File: src/rtl/shift_add_mult_ctrl_16b.sv
// shift_add_mult_ctrl_16b: sequencing and accumulation stage of a 16-bit
// shift-add multiplier. Drives an external shift register holding the
// multiplier (and, as iterations proceed, the low product half), owns the
// multiplicand, the accumulator (high product half), the iteration counter
// and the start/busy/done handshake.
// Optional feature macro: MULT_SIGNED_EN (two's-complement operands).
module shift_add_mult_ctrl_16b #(
   parameter int unsigned N = 16
) (
   input  logic           clk,
   input  logic           r,
   input  logic           start,
   input  logic [N-1:0]   mcand,
   input  logic [N-1:0]   mplier,
   output logic           busy,
   output logic           done,
   output logic [2*N-1:0] product,
   output logic [N-1:0]   sr_value,
   output logic           sr_load,
   output logic           sr_in,
   input  logic [N-1:0]   sr_q
);

   localparam int unsigned CW = $clog2(N);
   localparam int unsigned PW = 2 * N;

   localparam logic [1:0] IDLE = 2'd0;
   localparam logic [1:0] RUN  = 2'd1;
   localparam logic [1:0] DONE = 2'd2;

   logic [1:0]    state_q,   state_d;
   logic [N-1:0]  mc_q,      mc_d;
   logic [N-1:0]  acc_q,     acc_d;
   logic [CW-1:0] cnt_q,     cnt_d;
   logic [PW-1:0] product_q, product_d;
   logic          done_q,    done_d;

   logic [N:0]    sum_c;
   logic [N-1:0]  mcand_op_c;
   logic [N-1:0]  mplier_op_c;
   logic [PW-1:0] result_c;
   logic [PW-1:0] raw_c;

`ifdef MULT_SIGNED_EN
   logic neg_q, neg_d;

   // Magnitude of a two's-complement value; the most negative value maps to itself.
   function automatic logic [N-1:0] mag(input logic [N-1:0] x);
      mag = x[N-1] ? N'(~x + N'(1)) : x;
   endfunction

   // Operands enter the datapath as magnitudes; the sign is reapplied at the end.
   always_comb begin
      mcand_op_c  = mag(mcand);
      mplier_op_c = mag(mplier);
      raw_c       = {acc_q, sr_q};
      result_c    = neg_q ? PW'(~raw_c + PW'(1)) : raw_c;
   end
`else
   // Unsigned operands pass straight through.
   always_comb begin
      mcand_op_c  = mcand;
      mplier_op_c = mplier;
      raw_c       = {acc_q, sr_q};
      result_c    = raw_c;
   end
`endif

   // Partial sum keeps the carry in bit N so nothing is lost on the shift.
   always_comb begin
      sum_c = {1'b0, acc_q} + (sr_q[0] ? {1'b0, mc_q} : '0);
   end

   // Next-state, datapath updates and shift register controls.
   always_comb begin
      state_d   = state_q;
      mc_d      = mc_q;
      acc_d     = acc_q;
      cnt_d     = cnt_q;
      product_d = product_q;
      done_d    = 1'b0;
`ifdef MULT_SIGNED_EN
      neg_d     = neg_q;
`endif
      sr_load   = 1'b1;
      sr_value  = mplier_op_c;
      sr_in     = 1'b0;

      case (state_q)
         IDLE: begin
            if (start) begin
               mc_d    = mcand_op_c;
               acc_d   = '0;
               cnt_d   = '0;
`ifdef MULT_SIGNED_EN
               neg_d   = mcand[N-1] ^ mplier[N-1];
`endif
               state_d = RUN;
            end
         end
         RUN: begin
            sr_load = 1'b0;
            sr_in   = sum_c[0];
            acc_d   = sum_c[N:1];
            cnt_d   = cnt_q + CW'(1);
            if (cnt_q == CW'(N - 1)) begin
               state_d = DONE;
            end
         end
         DONE: begin
            product_d = result_c;
            done_d    = 1'b1;
            state_d   = IDLE;
         end
         default: begin
            state_d = IDLE;
         end
      endcase
   end

   // State and datapath registers with synchronous reset.
   always_ff @(posedge clk) begin
      if (r) begin
         state_q   <= IDLE;
         mc_q      <= '0;
         acc_q     <= '0;
         cnt_q     <= '0;
         product_q <= '0;
         done_q    <= 1'b0;
`ifdef MULT_SIGNED_EN
         neg_q     <= 1'b0;
`endif
      end else begin
         state_q   <= state_d;
         mc_q      <= mc_d;
         acc_q     <= acc_d;
         cnt_q     <= cnt_d;
         product_q <= product_d;
         done_q    <= done_d;
`ifdef MULT_SIGNED_EN
         neg_q     <= neg_d;
`endif
      end
   end

   assign busy    = (state_q == RUN) || (state_q == DONE);
   assign done    = done_q;
   assign product = product_q;

endmodule

File: config.mk
export PLATFORM = sky130hd
export DESIGN_NAME = shift_add_mult_ctrl_16b
export DESIGN_NICKNAME = d
export VERILOG_FILES = /design/src/rtl/shift_add_mult_ctrl_16b.sv
export SDC_FILE = /design/constraint.sdc
export NUM_CORES = 1
export LEC_CHECK = 0
export ABC_CLOCK_PERIOD_IN_PS = 7030
export CELL_PAD_IN_SITES_DETAIL_PLACEMENT = 0
export CELL_PAD_IN_SITES_GLOBAL_PLACEMENT = 1
export CORE_UTILIZATION = 37
export CTS_CLUSTER_DIAMETER = 40
export CTS_CLUSTER_SIZE = 25
export DETAILED_ROUTE_END_ITERATION = 6
export HOLD_SLACK_MARGIN = 0.02
export PLACE_DENSITY_LB_ADDON = 0.1
export SETUP_SLACK_MARGIN = 0.02
export SYNTH_ARGS = -nofsm -noshare
export SYNTH_HDL_FRONTEND = slang
export SYNTH_SLANG_ARGS = --single-unit
File: constraint.sdc
create_clock -name clk -period 7.03 [get_ports clk]
set_clock_uncertainty 0.1 [all_clocks]
set_input_delay 2.109 -clock clk [delete_from_list [all_inputs] [get_ports clk]]
set_output_delay 2.109 -clock clk [all_outputs]
set_load 0.01 [all_outputs]
Word-level counts from Yosys, hierarchy flattened
Cells that the tools add are included.

Add/subtract/negate cells: 2. Multiplexer cells: 11. Eq/ne operators: 5. Magnitude comparators: 0. Shift-type cells: 0. Bitwise gates (word level): 0. Divide/modulo/power cells: 0. Reduce and logical (&&, ||, !) cells: 6. Multiply operators: 0.

Operator list (count): 16-bit two-way mux (2); 16-bit one-hot mux with 2 select lines (1); 16-bit by 16-bit adder with 17-bit output (1); 4-bit one-hot mux with 2 select lines (1); 2-bit AND reduction (3); 4-bit by 1-bit adder with 4-bit output, second input constant (1); 4-bit == test, second input constant (1); 2-bit two-way mux (2); 4-bit two-way mux (1); 2-bit inequality test, second input constant (2); 2-bit one-hot mux with 2 select lines (1); 1-bit two-way mux (3); 2-bit by 1-bit == test with 1-bit output, second input constant (1); 2-bit == test, second input constant (1); 2-bit logical NOT (1); 2-bit nonzero test (1); 1-bit logical OR (1).

Latch bits: 0. Bits in read-only memories: 0. Input port bits: 51. Output and inout bits: 52. Logic and storage cells: 30. Register bits after elaboration: 71. Memories kept: 0. Bits in writable memories: 0.

Logic depth before layout (Yosys ltp)
Gate-level depths: netlist of run 1.

Word-level depth: 3. Gate-level depth with buffers: 11. Mapped depth without buffers: 10.

Least setup slack after synthesis of run 1
Ideal clock, no wire load.

Path kind: in2out. Start: input sr_q[0]. End: output sr_in. Arrival time: 2837 ps. Stages on the path: 4. Setup slack: 1984 ps. Path buffers: 1. Path through: clkbuf_1 -> and2_1 -> ha_1 -> and2_1.

Longest elaborated chain between the ends: 3.

RTL lines: from (decl) (RTL line 21) `input logic [N-1:0] sr_q`; 16-bit two-way mux (RTL line 71) `sum_c = {1'b0, acc_q} + (sr_q[0] ? {1'b0, mc_q} : '0);`; 16-bit by 16-bit adder with 17-bit output (RTL line 71); 1-bit two-way mux (RTL line 89) `case (state_q)`; to (decl) (RTL line 20) `output logic sr_in,`.

No other way between the ends.

Worst setup path in the final report of run 1
Ends and elaborated chain as after synthesis.

==> report_table.html, run 1 <==
<table>
<tr><th>Metric</th><th>Value</th></tr>
<tr><th colspan="2">Cells and area</th></tr>
<tr><td>Proportion of layout cells with a drive suffix above 1</td><td>0.0541</td></tr>
<tr><td>Area growth from synthesis to final layout</td><td>25.0%</td></tr>
<tr><td>Fin nets</td><td>511</td></tr>
<tr><td>Count of antenna diodes in the layout</td><td>0</td></tr>
<tr><td>Most frequent standard cell in the layout excluding fill and tap cells</td><td>sky130_fd_sc_hd__dfxtp_1</td></tr>
<tr><td>Finished Cell Area</td><td>0.00433 mm^2</td></tr>
<tr><td>Most used cells in the layout excluding fill and tap cells</td><td>sky130_fd_sc_hd__dfxtp_1, sky130_fd_sc_hd__clkdlybuf4s50_1, sky130_fd_sc_hd__nor2_1</td></tr>
<tr><th colspan="2">Die</th></tr>
<tr><td>Core Box Area</td><td>0.00889 mm^2</td></tr>
<tr><td>Full die area</td><td>0.00976 mm^2</td></tr>
<tr><td>Starting utilization of the core area</td><td>0.390</td></tr>
<tr><td>Overall die height</td><td>slightly below 100 um</td></tr>
<tr><td>Horiz. Die Dim</td><td>98.8 um</td></tr>
<tr><td>Row count</td><td>34</td></tr>
<tr><td>Num ports</td><td>103</td></tr>
<tr><th colspan="2">CTS</th></tr>
<tr><td>Number of hold buffers added after CTS</td><td>0</td></tr>
<tr><td>Clock-pin transition on the worst setup and hold timing paths</td><td>80 ps</td></tr>
<tr><td>Clock latency at the later pin of the worst-skew pair</td><td>340 ps</td></tr>
<tr><td>Setup repair bufs after CTS</td><td>0</td></tr>
<tr><td>Sink count of the clock tree</td><td>approximately 70</td></tr>
<tr><td>Number of CTS-inserted buffers</td><td>9</td></tr>
<tr><td>CTS HTree Levels</td><td>3</td></tr>
<tr><td>TritonCTS clock tree</td><td>yes</td></tr>
<tr><td>Number of gates resized after CTS</td><td>0</td></tr>
<tr><td>Maximum count of clock buffers along a single path</td><td>2</td></tr>
<tr><td>Root buffer cell</td><td>sky130_fd_sc_hd__clkbuf_8</td></tr>
<tr><th colspan="2">Synthesis</th></tr>
<tr><td>Share of the yosys chip area belonging to registers</td><td>0.410</td></tr>
<tr><td>Synthesis warning total</td><td>0</td></tr>
<tr><td>Number of enable-type register cells in the synthesized netlist</td><td>0</td></tr>
<tr><td>Net count after synthesis</td><td>~460</td></tr>
<tr><td>Synthesized netlist cell count</td><td>392</td></tr>
<tr><td>Syn Std Cell Area</td><td>0.00347 mm^2</td></tr>
<tr><td>Count of state elements after synthesis</td><td>a little over 70</td></tr>
<tr><td>Unique masters post-synth</td><td>44</td></tr>
<tr><td>Share of synthesized registers carrying an async set or reset</td><td>0</td></tr>
<tr><td>Syn Area/Cell</td><td>8.84 um^2</td></tr>
<tr><td>Synth Flop Type</td><td>sky130_fd_sc_hd__dfxtp_1</td></tr>
<tr><th colspan="2">GRT</th></tr>
<tr><td>Global-route wire length before repair</td><td>12100 um</td></tr>
<tr><td>Maximum number of pins on one net before global-route repair</td><td>65</td></tr>
<tr><td>GRT Resource Usage Total</td><td>0.158</td></tr>
<tr><td>Antenna violations before repair</td><td>0</td></tr>
<tr><td>Via count of the first global-routing pass</td><td>2574</td></tr>
<tr><td>Gr ovfl total</td><td>0</td></tr>
<tr><th colspan="2">Route</th></tr>
<tr><td>First-pass iteration count of the detailed router</td><td>5</td></tr>
<tr><td>DRC errors left</td><td>0</td></tr>
<tr><td>Vias/cell</td><td>roughly 5</td></tr>
<tr><td>Total detailed-routing wirelength</td><td>a little over 7000 um</td></tr>
<tr><td>Final routed wire length divided by cell count</td><td>about 13 um</td></tr>
<tr><td>Drt first-iter violations</td><td>slightly above 90</td></tr>
<tr><td>Antenna viol nets, final</td><td>0</td></tr>
<tr><td>Routed via count</td><td>2751</td></tr>
<tr><th colspan="2">Timing</th></tr>
<tr><td>Transition at the pin with the smallest max-transition slack</td><td>about 1100 ps</td></tr>
<tr><td>Top achievable clock speed</td><td>163 MHz</td></tr>
<tr><td>Worst hold slack</td><td>351 ps</td></tr>
<tr><td>Max-slew violations</td><td>0</td></tr>
<tr><td>Normalized max-slew margin</td><td>0.279</td></tr>
<tr><td>Share of the cycle needed by the critical path after routing</td><td>0.872</td></tr>
<tr><td>Shortest period the worst path allows</td><td>6130 ps</td></tr>
<tr><td>Minimum setup slack in the final design</td><td>901 ps</td></tr>
<tr><td>Count of endpoints failing hold in the final timing report</td><td>0</td></tr>
<tr><td>Setup Viol. Count Final</td><td>0</td></tr>
<tr><td>Setup repair after global routing missed its margin</td><td>no</td></tr>
<tr><td>Final sum of negative setup slack</td><td>0 ps</td></tr>
<tr><th colspan="2">Run</th></tr>
<tr><td>Max capacitance violation total</td><td>0</td></tr>
<tr><th colspan="2">Place</th></tr>
<tr><td>IO Port Bufs</td><td>70</td></tr>
<tr><td>Placed Area</td><td>slightly above 0.004 mm^2</td></tr>
<tr><td>Post-detailed-placement half-perimeter wirelength</td><td>a little over 5000 um</td></tr>
<tr><td>Worst slack at placement</td><td>854 ps</td></tr>
<tr><td>Final weighted congestion of routability-driven global placement</td><td>0.819</td></tr>
<tr><th colspan="2">Min path</th></tr>
<tr><td>Hold crit path type</td><td>flip-flop to flip-flop</td></tr>
<tr><th colspan="2">Worst setup path</th></tr>
<tr><td>Endpoint required time on the critical path</td><td>4820 ps</td></tr>
<tr><td>Startpoint Class</td><td>primary input</td></tr>
<tr><td>Kind of end point of the critical path</td><td>output pin</td></tr>
<tr><td>CP Data Arrival Time</td><td>about 4000 ps</td></tr>
<tr><td>Category of the most critical setup path</td><td>primary input to output pin</td></tr>
<tr><td>Largest fanout on the critical path</td><td>17</td></tr>
<tr><th colspan="2">Power and ir drop</th></tr>
<tr><td>Power per cell area</td><td>around 220 mW/mm^2</td></tr>
<tr><td>IR Drop Worst-Case VDD</td><td>between 0.1 and 0.15 mV</td></tr>
<tr><td>Leakage power</td><td>1.72 nW</td></tr>
<tr><th colspan="2">Run status</th></tr>
<tr><td>Run status</td><td>completed</td></tr>
</table>
## cells by family after synthesis
| family | share of synthesized area |
|---|---|
| DFF | 0.410 |
| adders and majority gates | 0.0780 |
| and+or+nand+nor | 0.161 |
| muxes | 0.0924 |
| AOI/OAI and AO/OA | 0.157 |
| buffers and inverters | 0.0704 |
| xor gates and xnor gates | 0.0303 |
## cell usage after synthesis, types with 3 or more instances
| library cell | number | share of area |
|---|---|---|
| sky130_fd_sc_hd__o211ai_1 | 6 | 0.013 |
| sky130_fd_sc_hd__dfxtp_1 | 71 | 0.41 |
| sky130_fd_sc_hd__a22o_1 | 7 | 0.018 |
| sky130_fd_sc_hd__o21ai_0 | 4 | 0.0058 |
| sky130_fd_sc_hd__and2_1 | 18 | 0.032 |
| sky130_fd_sc_hd__nor3_1 | 3 | 0.0043 |
| sky130_fd_sc_hd__xor2_1 | 6 | 0.015 |
| sky130_fd_sc_hd__inv_1 | 11 | 0.012 |
| sky130_fd_sc_hd__nand2_1 | 44 | 0.048 |
| sky130_fd_sc_hd__a22oi_1 | 7 | 0.015 |
| sky130_fd_sc_hd__a21o_1 | 5 | 0.011 |
| sky130_fd_sc_hd__clkbuf_1 | 13 | 0.014 |
| sky130_fd_sc_hd__ha_1 | 20 | 0.072 |
| sky130_fd_sc_hd__nand3_1 | 4 | 0.0058 |
| sky130_fd_sc_hd__a21oi_1 | 35 | 0.051 |
| sky130_fd_sc_hd__buf_4 | 16 | 0.035 |
| sky130_fd_sc_hd__buf_2 | 6 | 0.0087 |
| sky130_fd_sc_hd__xnor2_1 | 6 | 0.015 |
| sky130_fd_sc_hd__nor2_1 | 48 | 0.052 |
| sky130_fd_sc_hd__mux2i_1 | 32 | 0.092 |
## path summary, 6_finish.rpt
| check | slack [ps] | end | start | cells past startpoint |
|---|---|---|---|---|
| worst max-delay path | 900 | sr_in | sr_q[0] | 5 |
| worst min-delay path | 350 | mc_q[0]$_SDFFE_PP0P_ | mc_q[0]$_SDFFE_PP0P_ | 2 |
| worst max register to register | 4470 | acc_q[15]$_SDFFE_PP0P_ | mc_q[0]$_SDFFE_PP0P_ | 10 |
| worst min register to register | 350 | mc_q[0]$_SDFFE_PP0P_ | mc_q[0]$_SDFFE_PP0P_ | 2 |
## sequential cells by signal, indices dropped and copies added, names as in the netlist
name	count
acc_q	16
cnt_q	4
done	1
mc_q	16
product	32
state_q	2
## area by class of cell
class	count	area, um^2
flip-flops and latches	71	1420
multi-input cells	274	1800
fillers	864	4560
repair buffers	72	711
well taps	108	135
clock inverters	7	97.6
clock buffers	9	124
inverters	11	41.3
## worst max-delay path, cell delays in order
cell and delay, ps:
sky130_fd_sc_hd__clkdlybuf4s50_1 630, sky130_fd_sc_hd__and2_1 280, sky130_fd_sc_hd__ha_1 270, sky130_fd_sc_hd__and2_1 120, sky130_fd_sc_hd__clkdlybuf4s50_1 520
## through the flow
| step | cells | power [mW] | util |
|---|---|---|---|
| floorplan | 392 | 0.564 | - |
| global placement | 536 | 0.622 | 0.462 |
| detailed placement | 536 | 0.624 | 0.462 |
| CTS | 552 | 0.988 | 0.487 |
| global route | 552 | 1.02 | 0.487 |
| finish | 552 | 0.969 | 0.487 |
## routing by layer
layer	track usage	share of wire	wire length, um	vias to the layer above
li1	-	-	-	1429
met1	0.209	0.51	3720	1227
met2	0.242	0.42	3060	79
met3	0.0383	0.054	390	16
met4	0.0735	0.014	102	0
met5	0	0	0	-
## where the power goes
part	internal [mW]	total, mW	switching [mW]
combinational	0.0824	0.177	0.0948
clock	0.200	0.358	0.158
sequential	0.423	0.434	0.0103
Note: power is estimated with default switching activity, not from simulation.
==> run 2: changes to the inputs <==
Settings changed: ABC_CLOCK_PERIOD_IN_PS 7030 to 7500.
Clock period 7.03 ns to 7.5 ns, I/O delays scaled along.
==> run 2 against run 1 <==
Die area is the same. Final area rose by 1.1%. Sequential power is 6.5% lower. Non-clock buffer count stayed put. First-iteration DRC count is 23% higher. Worst setup slack improved by 170 ps. Via count up 0.84%. Critical path depth unchanged. Utilization rose by 0.53 points. Total power rose by 1.0%. Count of clock-buffer cells in the layout stayed put.
==> report_table.html, run 2 (same netlist as run 1, synthesis figures left out) <==
<table>
<tr><th>Metric</th><th>Value</th></tr>
<tr><th colspan="2">CTS</th></tr>
<tr><td>Number of gates resized after CTS</td><td>0</td></tr>
<tr><td>Clock latency at the later pin of the worst-skew pair</td><td>350 ps</td></tr>
<tr><td>Clock-pin transition on the worst setup and hold timing paths</td><td>around 70 ps</td></tr>
<tr><td>Number of CTS-inserted buffers</td><td>9</td></tr>
<tr><td>TritonCTS clock tree</td><td>yes</td></tr>
<tr><td>Maximum count of clock buffers along a single path</td><td>2</td></tr>
<tr><td>Number of hold buffers added after CTS</td><td>0</td></tr>
<tr><td>Root buffer cell</td><td>sky130_fd_sc_hd__clkbuf_8</td></tr>
<tr><td>Setup repair bufs after CTS</td><td>0</td></tr>
<tr><td>Sink count of the clock tree</td><td>71</td></tr>
<tr><td>CTS HTree Levels</td><td>3</td></tr>
<tr><th colspan="2">Route</th></tr>
<tr><td>Vias/cell</td><td>5.03</td></tr>
<tr><td>First-pass iteration count of the detailed router</td><td>4</td></tr>
<tr><td>Final routed wire length divided by cell count</td><td>13.3 um</td></tr>
<tr><td>DRC errors left</td><td>0</td></tr>
<tr><td>Total detailed-routing wirelength</td><td>roughly 7400 um</td></tr>
<tr><td>Drt first-iter violations</td><td>112</td></tr>
<tr><td>Routed via count</td><td>approximately 2800</td></tr>
<tr><td>Antenna viol nets, final</td><td>0</td></tr>
<tr><th colspan="2">Die</th></tr>
<tr><td>Num ports</td><td>around 100</td></tr>
<tr><td>Core Box Area</td><td>0.00889 mm^2</td></tr>
<tr><td>Horiz. Die Dim</td><td>98.8 um</td></tr>
<tr><td>Starting utilization of the core area</td><td>0.390</td></tr>
<tr><td>Full die area</td><td>0.00976 mm^2</td></tr>
<tr><td>Overall die height</td><td>98.8 um</td></tr>
<tr><td>Row count</td><td>34</td></tr>
<tr><th colspan="2">Timing</th></tr>
<tr><td>Top achievable clock speed</td><td>156 MHz</td></tr>
<tr><td>Setup repair after global routing missed its margin</td><td>no</td></tr>
<tr><td>Share of the cycle needed by the critical path after routing</td><td>0.857</td></tr>
<tr><td>Final sum of negative setup slack</td><td>0 ps</td></tr>
<tr><td>Setup Viol. Count Final</td><td>0</td></tr>
<tr><td>Max-slew violations</td><td>0</td></tr>
<tr><td>Normalized max-slew margin</td><td>0.261</td></tr>
<tr><td>Shortest period the worst path allows</td><td>6430 ps</td></tr>
<tr><td>Transition at the pin with the smallest max-transition slack</td><td>1110 ps</td></tr>
<tr><td>Count of endpoints failing hold in the final timing report</td><td>0</td></tr>
<tr><th colspan="2">GRT</th></tr>
<tr><td>GRT Resource Usage Total</td><td>0.160</td></tr>
<tr><td>Maximum number of pins on one net before global-route repair</td><td>65</td></tr>
<tr><td>Gr ovfl total</td><td>0</td></tr>
<tr><td>Global-route wire length before repair</td><td>12400 um</td></tr>
<tr><td>Via count of the first global-routing pass</td><td>2624</td></tr>
<tr><td>Antenna violations before repair</td><td>0</td></tr>
<tr><th colspan="2">Power and ir drop</th></tr>
<tr><td>IR Drop Worst-Case VDD</td><td>0.0921 mV</td></tr>
<tr><td>Power per cell area</td><td>~220 mW/mm^2</td></tr>
<tr><td>Leakage power</td><td>between 1.5 and 2 nW</td></tr>
<tr><td>PnR Total Power</td><td>around 1 mW</td></tr>
<tr><th colspan="2">Run status</th></tr>
<tr><td>Run status</td><td>completed</td></tr>
<tr><th colspan="2">Worst setup path</th></tr>
<tr><td>Category of the most critical setup path</td><td>primary input to output pin</td></tr>
<tr><td>Largest fanout on the critical path</td><td>17</td></tr>
<tr><td>Endpoint required time on the critical path</td><td>around 5000 ps</td></tr>
<tr><td>CP Data Arrival Time</td><td>4080 ps</td></tr>
<tr><td>Startpoint Class</td><td>primary input</td></tr>
<tr><td>Kind of end point of the critical path</td><td>output pin</td></tr>
<tr><td>Cell depth of the worst flop-to-flop path</td><td>10</td></tr>
<tr><th colspan="2">Cells and area</th></tr>
<tr><td>Area growth from synthesis to final layout</td><td>26.4%</td></tr>
<tr><td>Count of antenna diodes in the layout</td><td>0</td></tr>
<tr><td>Number of flip-flops under the largest register name</td><td>32</td></tr>
<tr><td>Most used cells in the layout excluding fill and tap cells</td><td>sky130_fd_sc_hd__dfxtp_1, sky130_fd_sc_hd__clkdlybuf4s50_1, sky130_fd_sc_hd__nor2_1</td></tr>
<tr><td>Fin nets</td><td>511</td></tr>
<tr><td>Most frequent standard cell in the layout excluding fill and tap cells</td><td>sky130_fd_sc_hd__dfxtp_1</td></tr>
<tr><td>Proportion of layout cells with a drive suffix above 1</td><td>0.0541</td></tr>
<tr><td>Finished Cell Area</td><td>0.00438 mm^2</td></tr>
<tr><th colspan="2">Run</th></tr>
<tr><td>Max capacitance violation total</td><td>0</td></tr>
<tr><th colspan="2">Min path</th></tr>
<tr><td>Hold crit path type</td><td>flip-flop to flip-flop</td></tr>
<tr><td>Hold Path Depth</td><td>2</td></tr>
<tr><th colspan="2">Place</th></tr>
<tr><td>IO Port Bufs</td><td>70</td></tr>
<tr><td>Placed Area</td><td>0.00411 mm^2</td></tr>
<tr><td>Final weighted congestion of routability-driven global placement</td><td>between 0.8 and 0.9</td></tr>
<tr><td>Post-detailed-placement half-perimeter wirelength</td><td>5150 um</td></tr>
</table>
-- run 2: worst max-delay path, cell delays in order --
cell,delay [ps]
sky130_fd_sc_hd__clkdlybuf4s50_1,640
sky130_fd_sc_hd__and2_1,280
sky130_fd_sc_hd__ha_1,270
sky130_fd_sc_hd__and2_1,110
sky130_fd_sc_hd__clkdlybuf4s50_1,530
-- run 2: stage by stage --
step | util | std cells | hold WS [ps] | worst slack [ps]
global placement | 0.462 | 536 | 341 | 1030
detailed placement | 0.462 | 536 | 345 | 1030
CTS | 0.493 | 552 | 356 | 1030
floorplan | - | 392 | 332 | 2170
finish | 0.493 | 552 | 351 | 1070
global route | 0.493 | 552 | 379 | 953
-- run 2: layout make-up --
cell class / count / area, um^2
Timing Repair Buffer: 72 / 711
Fill cell: 872 / 4510
Inverter: 11 / 41.3
Sequential cell: 71 / 1420
Clock inverter: 7 / 145
Multi-Input combinational cell: 274 / 1800
Clock buffer: 9 / 124
Tap cell: 108 / 135
-- run 2: where the power goes --
part	internal (mW)	switching (mW)	total (mW)
Clock	0.256	0.150	0.406
Sequential	0.397	0.00971	0.406
Combinational	0.0773	0.0891	0.166
Total	0.730	0.249	0.979
-- run 2: per-layer routing --
layer | vias up | GRT usage | routed length (um)
met5 | - | 0 | 0
met2 | 88 | 0.239 | 2960
li1 | 1427 | - | -
met4 | 0 | 0.0666 | 124
met1 | 1241 | 0.221 | 3830
met3 | 18 | 0.0397 | 455
-- run 2: final timing paths --
kind                                             from                      to  slack [ps]
worst max-delay path                          sr_q[0]                   sr_in        1070
worst min-delay path            mc_q[14]$_SDFFE_PP0P_   mc_q[14]$_SDFFE_PP0P_         350
worst max register to register   mc_q[0]$_SDFFE_PP0P_  acc_q[15]$_SDFFE_PP0P_        4950
worst min register to register  mc_q[14]$_SDFFE_PP0P_   mc_q[14]$_SDFFE_PP0P_         350
